$ cat config.mk
export PLATFORM = sky130hd
export DESIGN_NAME = chord_song_reader
export DESIGN_NICKNAME = d
export VERILOG_FILES = /design/src/rtl/chord_song_reader.sv
export SDC_FILE = /design/constraint.sdc
export NUM_CORES = 1
export LEC_CHECK = 0
export CAP_MARGIN = 20
export CELL_PAD_IN_SITES_DETAIL_PLACEMENT = 1
export CELL_PAD_IN_SITES_GLOBAL_PLACEMENT = 1
export CORE_MARGIN = 2
export CORE_UTILIZATION = 42
export CTS_CLUSTER_DIAMETER = 200
export DETAILED_ROUTE_END_ITERATION = 8
export PLACE_DENSITY_LB_ADDON = 0.1
export SLEW_MARGIN = 15
export SYNTH_ARGS = -nofsm -noshare
export SYNTH_HDL_FRONTEND = slang
export SYNTH_SLANG_ARGS = --single-unit
$ cat constraint.sdc
create_clock -name clk -period 4 [get_ports clk]
set_input_delay 0.6 -clock clk [delete_from_list [all_inputs] [get_ports clk]]
set_output_delay 0.6 -clock clk [all_outputs]
set_load 0.02 [all_outputs]
$ cat src/rtl/chord_song_reader.sv
// Song ROM walker: fetches entries for the selected song, issues chord notes downstream
// under voice back-pressure, and times advance entries in beats.
module chord_song_reader #(
  parameter int unsigned SONG_BITS = 2,
  parameter int unsigned IDX_BITS  = 5
) (
  input  logic                          clk,
  input  logic                          reset,
  input  logic                          play_enable,
  input  logic [SONG_BITS-1:0]          song,
  input  logic                          beat,
  input  logic                          voice_available,
  output logic [SONG_BITS+IDX_BITS-1:0] rom_addr,
  input  logic [12:0]                   rom_data,
  output logic [5:0]                    note_to_load,
  output logic [5:0]                    duration,
  output logic                          load_new_note,
  output logic                          song_done
);
  localparam int unsigned FIELD_BITS = 6;
  localparam int unsigned ENTRY_BITS = 2 * FIELD_BITS;

  typedef enum logic [2:0] {IDLE, FETCH, DECODE, ISSUE, WAIT_BEATS, DONE} state_t;

  state_t                state;
  logic [IDX_BITS-1:0]   idx;
  logic [SONG_BITS-1:0]  song_q;
  logic [FIELD_BITS-1:0] count;
  logic [ENTRY_BITS-1:0] entry;

  logic                  rom_adv;
  logic [FIELD_BITS-1:0] rom_note;
  logic [FIELD_BITS-1:0] rom_dur;
  logic                  running;
  logic                  abort;
  logic                  last_idx;
  logic                  step;
  logic [IDX_BITS-1:0]   idx_inc;

  assign rom_adv  = rom_data[12];
  assign rom_note = rom_data[11:6];
  assign rom_dur  = rom_data[5:0];
  assign running  = (state != IDLE) && (state != DONE);
  assign abort    = running && (song != song_q);
  assign last_idx = (idx == '1);
  assign idx_inc  = idx + IDX_BITS'(1);

  // Strobe is suppressed by reset, pause and a pending song change.
  assign load_new_note = !reset && !abort && play_enable && voice_available && (state == ISSUE);
  assign note_to_load  = load_new_note ? entry[11:6] : '0;
  assign duration      = load_new_note ? entry[5:0]  : '0;

  // Current entry retires this cycle: move to the next index, or finish after the last one.
  always_comb begin
    step = 1'b0;
    if (!abort && play_enable) begin
      case (state)
        DECODE:     step = (rom_adv && rom_dur == '0) ||
                           (!rom_adv && rom_note == '0 && rom_dur != '0);
        ISSUE:      step = voice_available;
        WAIT_BEATS: step = beat && (count <= FIELD_BITS'(1));
        default:    step = 1'b0;
      endcase
    end
  end

  always_ff @(posedge clk) begin
    if (reset) begin
      state     <= IDLE;
      idx       <= '0;
      song_q    <= '0;
      count     <= '0;
      entry     <= '0;
      rom_addr  <= '0;
      song_done <= 1'b0;
    end else if (abort) begin
      state    <= FETCH;
      idx      <= '0;
      song_q   <= song;
      count    <= '0;
      rom_addr <= {song, IDX_BITS'(0)};
    end else begin
      case (state)
        IDLE: begin
          idx <= '0;
          if (play_enable) begin
            song_q   <= song;
            rom_addr <= {song, IDX_BITS'(0)};
            state    <= FETCH;
          end
        end
        FETCH: if (play_enable) state <= DECODE;
        DECODE: if (play_enable) begin
          entry <= rom_data[11:0];
          if (rom_data == '0) begin
            state     <= DONE;
            song_done <= 1'b1;
          end else if (rom_adv && rom_dur != '0) begin
            count <= rom_dur;
            state <= WAIT_BEATS;
          end else if (!rom_adv && rom_note != '0) begin
            state <= ISSUE;
          end
        end
        WAIT_BEATS: if (play_enable && beat) count <= count - FIELD_BITS'(1);
        DONE: if (!play_enable) begin
          state     <= IDLE;
          song_done <= 1'b0;
          idx       <= '0;
          rom_addr  <= {song_q, IDX_BITS'(0)};
        end
        default: ;
      endcase
      if (step) begin
        if (last_idx) begin
          state     <= DONE;
          song_done <= 1'b1;
        end else begin
          idx      <= idx_inc;
          rom_addr <= {song_q, idx_inc};
          state    <= FETCH;
        end
      end
    end
  end
endmodule

After elaboration in Yosys (flattened, before gate mapping)
Cells that the tools add are included.
{"block": "totals", "reg_bits": 36, "in_bits": 20, "output_inout_bits": 21, "wordCells": 110}
{"block": "classes", "addsub": 2, "order_cmp": 1, "eq_ne": 22, "muxes": 39, "bitwise": 1, "reduce_logical": 36}
{"operator": "$mux 6", "count": 6}
{"operator": "$mux 7", "count": 5}
{"operator": "$mux 3", "count": 9}
{"operator": "$reduce_bool 6->1", "count": 3}
{"operator": "$ne 4x4->1 const B", "count": 4}
{"operator": "$mux 5", "count": 3}
{"operator": "$ne 3x3->1 const B", "count": 5}
{"operator": "$logic_and 1x1->1", "count": 14}
{"operator": "$pmux 7 s2", "count": 1}
{"operator": "$logic_not 13->1", "count": 1}
{"operator": "$logic_not 6->1", "count": 2}
{"operator": "$pmux 3 s4", "count": 1}
{"operator": "$pmux 6 s2", "count": 1}
{"operator": "$reduce_and 6->1", "count": 2}
{"operator": "$pmux 5 s2", "count": 1}
{"operator": "$ne 2x2->1 const B", "count": 4}
{"operator": "$mux 1", "count": 7}
{"operator": "$eq 3x2->1 const B", "count": 2}
{"operator": "$eq 3x3->1 const B", "count": 2}
{"operator": "$le 6x1->1 const B", "count": 1}
{"operator": "$mux 2", "count": 3}
{"operator": "$ne 6x6->1 const B", "count": 1}
{"operator": "$reduce_bool 2->1", "count": 3}
{"operator": "$sub 6x1->6 const B", "count": 1}
{"operator": "other kinds (17)", "count": 19}

Depth between registers and ports, before layout
Gate-level depths: netlist of the first run.
{"block": "depth", "depth_word": 9, "mapped_depth": 8}

Worst setup path after synthesis of the first run
OpenSTA, ideal clock, no wires.
{"block": "synth_path", "path_type": "input to output", "from": "in song[1]", "to": "out duration[0]", "t_arrival_ns": 2.072, "t_required_ns": 3.400, "path_slack_ns": 1.328, "path_stages": 6, "n_path_buf": 1, "path_cell_list": "xor2_1 > o32ai_4 > nand2_1 > nor3_1 > clkbuf_1 > and2_1"}
{"block": "synth_between", "elab_chain_len": 8}
{"element": "start, declared", "line": "10", "rtl": "input logic [SONG_BITS-1:0] song,"}
{"element": "$ne 2x2->1", "line": "44", "rtl": "assign abort = running && (song != song_q);"}
{"element": "$logic_and 1x1->1", "line": "44"}
{"element": "$logic_not 1->1", "line": "49", "rtl": "assign load_new_note = !reset && !abort && play_enable && voice_available && (state == ISSUE);"}
{"element": "$logic_and 1x1->1 (4 in series)", "line": "49"}
{"element": "net load_new_note", "line": "17", "rtl": "output logic load_new_note,"}
{"element": "$mux 6", "line": "51", "rtl": "assign duration = load_new_note ? entry[5:0] : '0;"}
{"element": "end, declared", "line": "16", "rtl": "output logic [5:0] duration,"}
The timed path passes the listed nets, and every way through them passes these cells.

Worst setup path in the final report of the first run
{"block": "layout_path", "from": "in song[1]", "to": "out note_to_load[2]"}
{"block": "layout_between", "elab_chain_len": 8}
{"element": "$ne 2x2->1", "line": "44"}
{"element": "$logic_and 1x1->1", "line": "44"}
{"element": "$logic_not 1->1", "line": "49"}
{"element": "$logic_and 1x1->1 (4 in series)", "line": "49"}
{"element": "$mux 6", "line": "50", "rtl": "assign note_to_load = load_new_note ? entry[11:6] : '0;"}
{"element": "end, declared", "line": "15", "rtl": "output logic [5:0] note_to_load,"}
Every way passes these cells.

==> results.md, run 1 <==
* Largest net degree at the start of global routing at 21
* Final Non-Filler Cells at about 350
* Syn Nets at 267
* PostCTS Resize Cnt at 0
* Worst clock skew at 0.00892 ns
* MaxCap Viol Count at 0
* Flops & latches, synth at 36
* Layout cell share with drive strength beyond 1 at 12.2%
* Post-DR wirelength/cell at 16.0 µm
* Core footprint at 4790 µm²
* Post-synth EDFFs at 0
* Clock transition at path regs at 0.07 ns
* Clk buf depth at 2
* # fillers at roughly 600
* Total GRT Usage at 22.3%
* Cells after DPL at 345
* Place WS at 0.532 ns
* Startpoint Class: input pin
* Gr ovfl total at 0
* Commonest cells post-synth: 36 x dfxtp_1, 27 x nor2_1, 20 x nand2_1
* Req. time, crit path at 3.40 ns
* Mapped Area at 2120 µm²
* Syn Area/Cell at roughly 8.7 µm²
* Die area at 5640 µm²
* Post-route minimum period at 3.47 ns
* Routed vias/inst at 5.48
* Lkg Pwr at 0.00102 µW
* Slew Viols, Final at 0
* PwrDens at 319 nW/µm²
* Diode count at 0
* Slowest cell delay on critical path at approximately 0.60 ns
* Critical path's slowest cell: clkdlybuf4s50_1
* TritonCTS Buffers at 5
* Placer Congestion at roughly 0.84
* IO Port Bufs at 40
* Most common cell in the netlist: dfxtp_1
* Worst skew pair latency at 0.29 ns
* # setup viols final at 0
* Nets at between 300 and 400
* Asr flop ratio synth at 0%
* Global-route wire length before repair at 9590 µm
* Die width at about 75 µm
* Synth top area cells: dfxtp_1 34%, mux2i_1 7.1%, nor2_1 4.8%
* Yosys top cell by area: dfxtp_1
* Antenna violations before repair at 0
* Register area share after synthesis at approximately 34%
* Die Span Y at 75.1 µm
* Rel. slew slack at 56.8%
* Finished Core Util at 56.3%
* Core Rows at 25
* CP cell instances: clkdlybuf4s50_1, xor2_1, o32ai_4, nand2_1, nor3_1, buf_4, and2_1, clkdlybuf4s50_1
* Tot Pwr at 859 µW
* Antenna-violating nets left at 0
* Num ports at 41
* Htree depth at 2
* Synth top area share at 33.9%
* Crit Path Category: in2out
* Setup WS post-layout at between 0.5 and 0.6 ns
* Fin Setup TNS at 0 ns
* Hold Vio Cnt, Final at 0
* Worst-case vdd ir drop at 0.198 mV
* F_max at 288 MHz
* DR pass1 iterations at 5
* Unrepaired setup endpoints after global routing: no
* CP most frequent cell: clkdlybuf4s50_1
* Drt total wl at between 5000 and 6000 µm
* CP Max Fanout at 13
* Hold Buf Count CTS at 0
* HP Class: reg2reg
* Crit end category: primary output
* Final period utilization at between 80 and 90%
* Vias in the first global route at roughly 2000
* DR vias at 1936
* Synth warn at 0
* Worst-Margin Slew at about 0.65 ns
* Status: complete, no violations
* Clock sink total at 36
* Layout Area Growth over Synthesis at 26.9%
* Critical path arrival at 2.87 ns
* DP HPWL at 4170 µm
* CTS tree: yes
* Unique cell type count in the Yosys netlist at 57
* Starting density of the core at 44.4%
* Cell count after synthesis at 243
* DRC Markers at 0
* Primary FF master, synth: dfxtp_1
* Root buffer cell: clkbuf_8
* Setup bufs post-CTS at 0
* Iteration-0 DRC Markers at 93
-- where the power goes --
part	internal, µW	leakage, µW	switching [µW]
registers	373	0.000291	10.6
logic	90.4	0.000677	119
clock network	137	0.0000510	128
-- worst max-delay path: cells and delay by family --
kind / cells / cell delay [ns]
buffers and inverters: 3 / 1.27
and+or+nand+nor: 3 / 0.51
AOI/OAI and AO/OA: 1 / 0.26
xor gates and xnor gates: 1 / 0.21
-- through the flow --
stage	cell area (µm²)	hold WS, ns
2_1_floorplan	2120	0.453
4_1_cts	2690	0.465
6_report	2690	0.464
3_5_place_dp	2600	0.457
5_1_grt	2690	0.487
3_3_place_gp	2600	0.459
-- logic make-up after synthesis --
kind of cell,Yosys count,synth area share [%]
DFF,36,33.9
muxes,16,7.60
adders and majority gates,4,2.36
AOI/OAI and AO/OA,70,26.2
and+or+nand+nor,99,25.7
buffers and inverters,15,2.95
xor gates and xnor gates,3,1.24
-- registers in the layout (all words and copies together) (netlist names) --
name	cells
song_q	2
song_done	1
entry	12
rom_addr	7
idx	5
state	3
count	6
-- layer usage --
metal	track usage [%]	up-vias	wire [µm]
li1	-	960	-
met1	28.7	936	2710
met2	37.7	34	2700
met3	4.15	6	174
met4	6.94	0	63
met5	0	-	0
-- placed cells by master, fill, tap and decap left out, types with 2 or more instances in the layout --
| cell type | Yosys | final |
|---|---|---|
| o21bai_1 | 3 | 3 |
| a31oi_1 | 3 | 3 |
| nor3_1 | 7 | 7 |
| nor4_4 | 2 | 2 |
| clkdlybuf4s50_1 | 0 | 40 |
| o211ai_1 | 2 | 2 |
| mux2i_1 | 15 | 15 |
| a221oi_1 | 2 | 2 |
| a211oi_4 | 2 | 2 |
| nand2b_1 | 4 | 4 |
| o21ai_1 | 2 | 2 |
| clkbuf_8 | 0 | 6 |
| o21a_1 | 2 | 2 |
| o21ai_0 | 17 | 17 |
| a21o_1 | 2 | 2 |
| dfxtp_1 | 36 | 36 |
| and3_1 | 2 | 2 |
| nand3_1 | 10 | 10 |
| ha_1 | 4 | 4 |
| nor2b_1 | 3 | 3 |
| buf_4 | 1 | 5 |
| o22ai_1 | 2 | 2 |
| and2_1 | 13 | 13 |
| xor2_1 | 2 | 2 |
| clkinv_2 | 0 | 2 |
| inv_1 | 4 | 4 |
| a21oi_1 | 16 | 16 |
| a22o_2 | 2 | 2 |
| nor2_1 | 27 | 27 |
| nand2_1 | 20 | 20 |
| a22oi_1 | 2 | 2 |
-- path summary, 6_finish.rpt --
| path | from | end | slack (ns) | depth (start not counted) |
|---|---|---|---|---|
| max | song[1] | note_to_load[2] | 0.53 | 8 |
| max reg2reg | state[2] | idx[2] | 1.39 | 5 |
| min reg2reg | rom_addr[2] | rom_addr[2] | 0.46 | 2 |
| min | rom_addr[2] | rom_addr[2] | 0.46 | 2 |
-- area by class of cell --
cell class / instances / area [µm²] / share of cell area (%)
Clock buffer: 6 / 82.6 / 3.07
Multi-Input combinational cell: 192 / 1340 / 49.7
Tap cell: 67 / 83.8 / 3.11
Inverter: 5 / 18.8 / 0.697
Timing Repair Buffer: 45 / 438 / 16.3
Clock inverter: 2 / 10.0 / 0.372
Sequential cell: 36 / 721 / 26.8
Note: power is estimated with default switching activity, not from simulation.
==> run 2, diff against run 1 <==
- CORE_ASPECT_RATIO: unset -> 1.2
- TNS_END_PERCENT: unset -> 10
==> run 2 against run 1 <==
Against the previous run: clock-buffer cell count is the same; die area hardly changed; core utilization is 1.4 points lower; total power rose by 6.5%; critical path depth stayed put; hold slack improved by 0.0021 ns; register-to-register slack better by 0.05 ns; largest power group unchanged.
==> results.md, run 2 (synthesis gave the netlist of run 1 again) <==
* Status: complete, no violations
* Finished Cell Area at 2690 µm²
* IO Port Bufs at 40
* Lkg Pwr at about 0.001 µW
* Layout Area Growth over Synthesis at 26.8%
* PwrDens at around 340 nW/µm²
* Gr ovfl total at 0
* Hold Vio Cnt, Final at 0
* Vias in the first global route at 1981
* Clock sink total at 36
* Post-route minimum period at 3.56 ns
* Biggest registers after layout: entry x12, rom_addr x7, count x6
* DR pass1 iterations at 4
* Unrepaired setup endpoints after global routing: no
* Clock transition at path regs at around 0.07 ns
* Clk buf depth at 2
* Top reg by flops: entry
* Num ports at 41
* Largest net degree at the start of global routing at 21
* Antenna violations before repair at 0
* HP Class: reg2reg
* MaxCap Viol Count at 0
* Setup WS post-layout at 0.444 ns
* Root buffer cell: clkbuf_8
* Req. time, crit path at 3.40 ns
* Worst clock skew at 0.00849 ns
* Rel. slew slack at just over 40%
* Worst skew pair latency at 0.29 ns
* DRC Markers at 0
* Diode count at 0
* Worst-case vdd ir drop at 0.175 mV
* Crit end category: primary output
* DP HPWL at 4370 µm
* Commonest non-fill, non-tap cell in the layout: clkdlybuf4s50_1
* Core footprint at 4900 µm²
* Slew Viols, Final at 0
* Final period utilization at 88.9%
* Die area at 5640 µm²
* Hold path endpoint: rom_addr[2]
* F_max at between 200 and 300 MHz
* Leading cell types in the layout, fill and taps excluded: 40 x clkdlybuf4s50_1, 36 x dfxtp_1, 27 x nor2_1
* CP Max Fanout at 13
* WHS Path Cells at 2
* Drt total wl at 5820 µm
* Die Span Y at 81.9 µm
* Die width at 68.9 µm
* Place WS at 0.442 ns
* Global-route wire length before repair at 9640 µm
* Starting density of the core at 43.3%
* CP startpoint: song[1]
* Critical path arrival at 2.96 ns
* R2r setup slk at around 1.4 ns
* Max reg flops at 12
* # setup viols final at 0
* Core Rows at 28
* Worst R2R Path Depth at 6
* Antenna-violating nets left at 0
* Nets at 308
* Htree depth at 2
* Area after DPL at 2580 µm²
* Hold Buf Count CTS at 0
* Worst-Margin Slew at 0.875 ns
* TritonCTS Buffers at 5
* Routed vias/inst at 5.74
* # fillers at 581
* Startpoint Class: input pin
* PostCTS Resize Cnt at 0
* Crit Path Category: in2out
* CTS tree: yes
* DR vias at slightly below 2000
* FF-to-FF Start: state[2]
* Worst R2R End: song_done
* Hold_sp: rom_addr[2]
* Placer Congestion at 0.828
* Layout cell share with drive strength beyond 1 at 11.6%
* Total GRT Usage at a little under a quarter
* Finished Core Util at 54.9%
* Post-DR wirelength/cell at 16.9 µm
* Iteration-0 DRC Markers at 78
* Fin Setup TNS at 0 ns
* Setup bufs post-CTS at 0
==> run 2: cell types whose count changed in the layout (fill, tap and decap cells not counted), sizes merged <==
cell	change
buf	-1
bufinv	+1
clkinv	-1
==> run 2: worst max-delay path by stage <==
| stage | endpoint | slack [ns] |
|---|---|---|
| global placement | duration[0] | 0.56 |
| global route | duration[1] | 0.31 |
| detailed placement | note_to_load[5] | 0.44 |
| finish | note_to_load[5] | 0.44 |
| CTS | note_to_load[5] | 0.41 |
| floorplan | duration[0] | 1.33 |
==> run 2: layer usage <==
| metal | share of wire, % | global-route usage [%] |
|---|---|---|
| met4 | 1.4 | 7.06 |
| met5 | 0 | 0 |
| met3 | 2.8 | 3.42 |
| met1 | 42 | 24.7 |
| met2 | 53 | 43.4 |
==> run 2: critical path, stage by stage <==
cell and delay, ns:
clkdlybuf4s50_1 0.56, xor2_1 0.15, o32ai_4 0.27, nand2_1 0.19
nor3_1 0.22, buf_4 0.20, and2_1 0.15, clkdlybuf4s50_1 0.61
==> run 2: cell type report <==
class | count | area [µm²] | area share [%]
Clock inverter | 2 | 35.0 | 1.30
Tap cell | 60 | 75.1 | 2.79
Inverter | 5 | 18.8 | 0.697
Timing Repair Buffer | 44 | 430 | 16.0
Clock buffer | 6 | 72.6 | 2.70
Sequential cell | 36 | 721 | 26.8
Multi-Input combinational cell | 192 | 1340 | 49.8
==> run 2: metrics by stage <==
step | power, µW | hold WS (ns) | std cells
final | 915 | 0.466 | 345
after detailed placement | 602 | 0.460 | 337
after global routing | 953 | 0.483 | 345
after global placement | 597 | 0.455 | 337
after CTS | 928 | 0.471 | 345
after floorplan | 532 | 0.453 | 243
==> run 2: power breakdown <==
| group | leakage, µW | internal [µW] | switching [µW] | total (µW) |
|---|---|---|---|---|
| Clock | 0.0000552 | 185 | 136 | 321 |
| Combinational | 0.000673 | 90.3 | 120 | 210 |
| Sequential | 0.000291 | 373 | 10.2 | 383 |
| Total | 0.00102 | 648 | 266 | 915 |
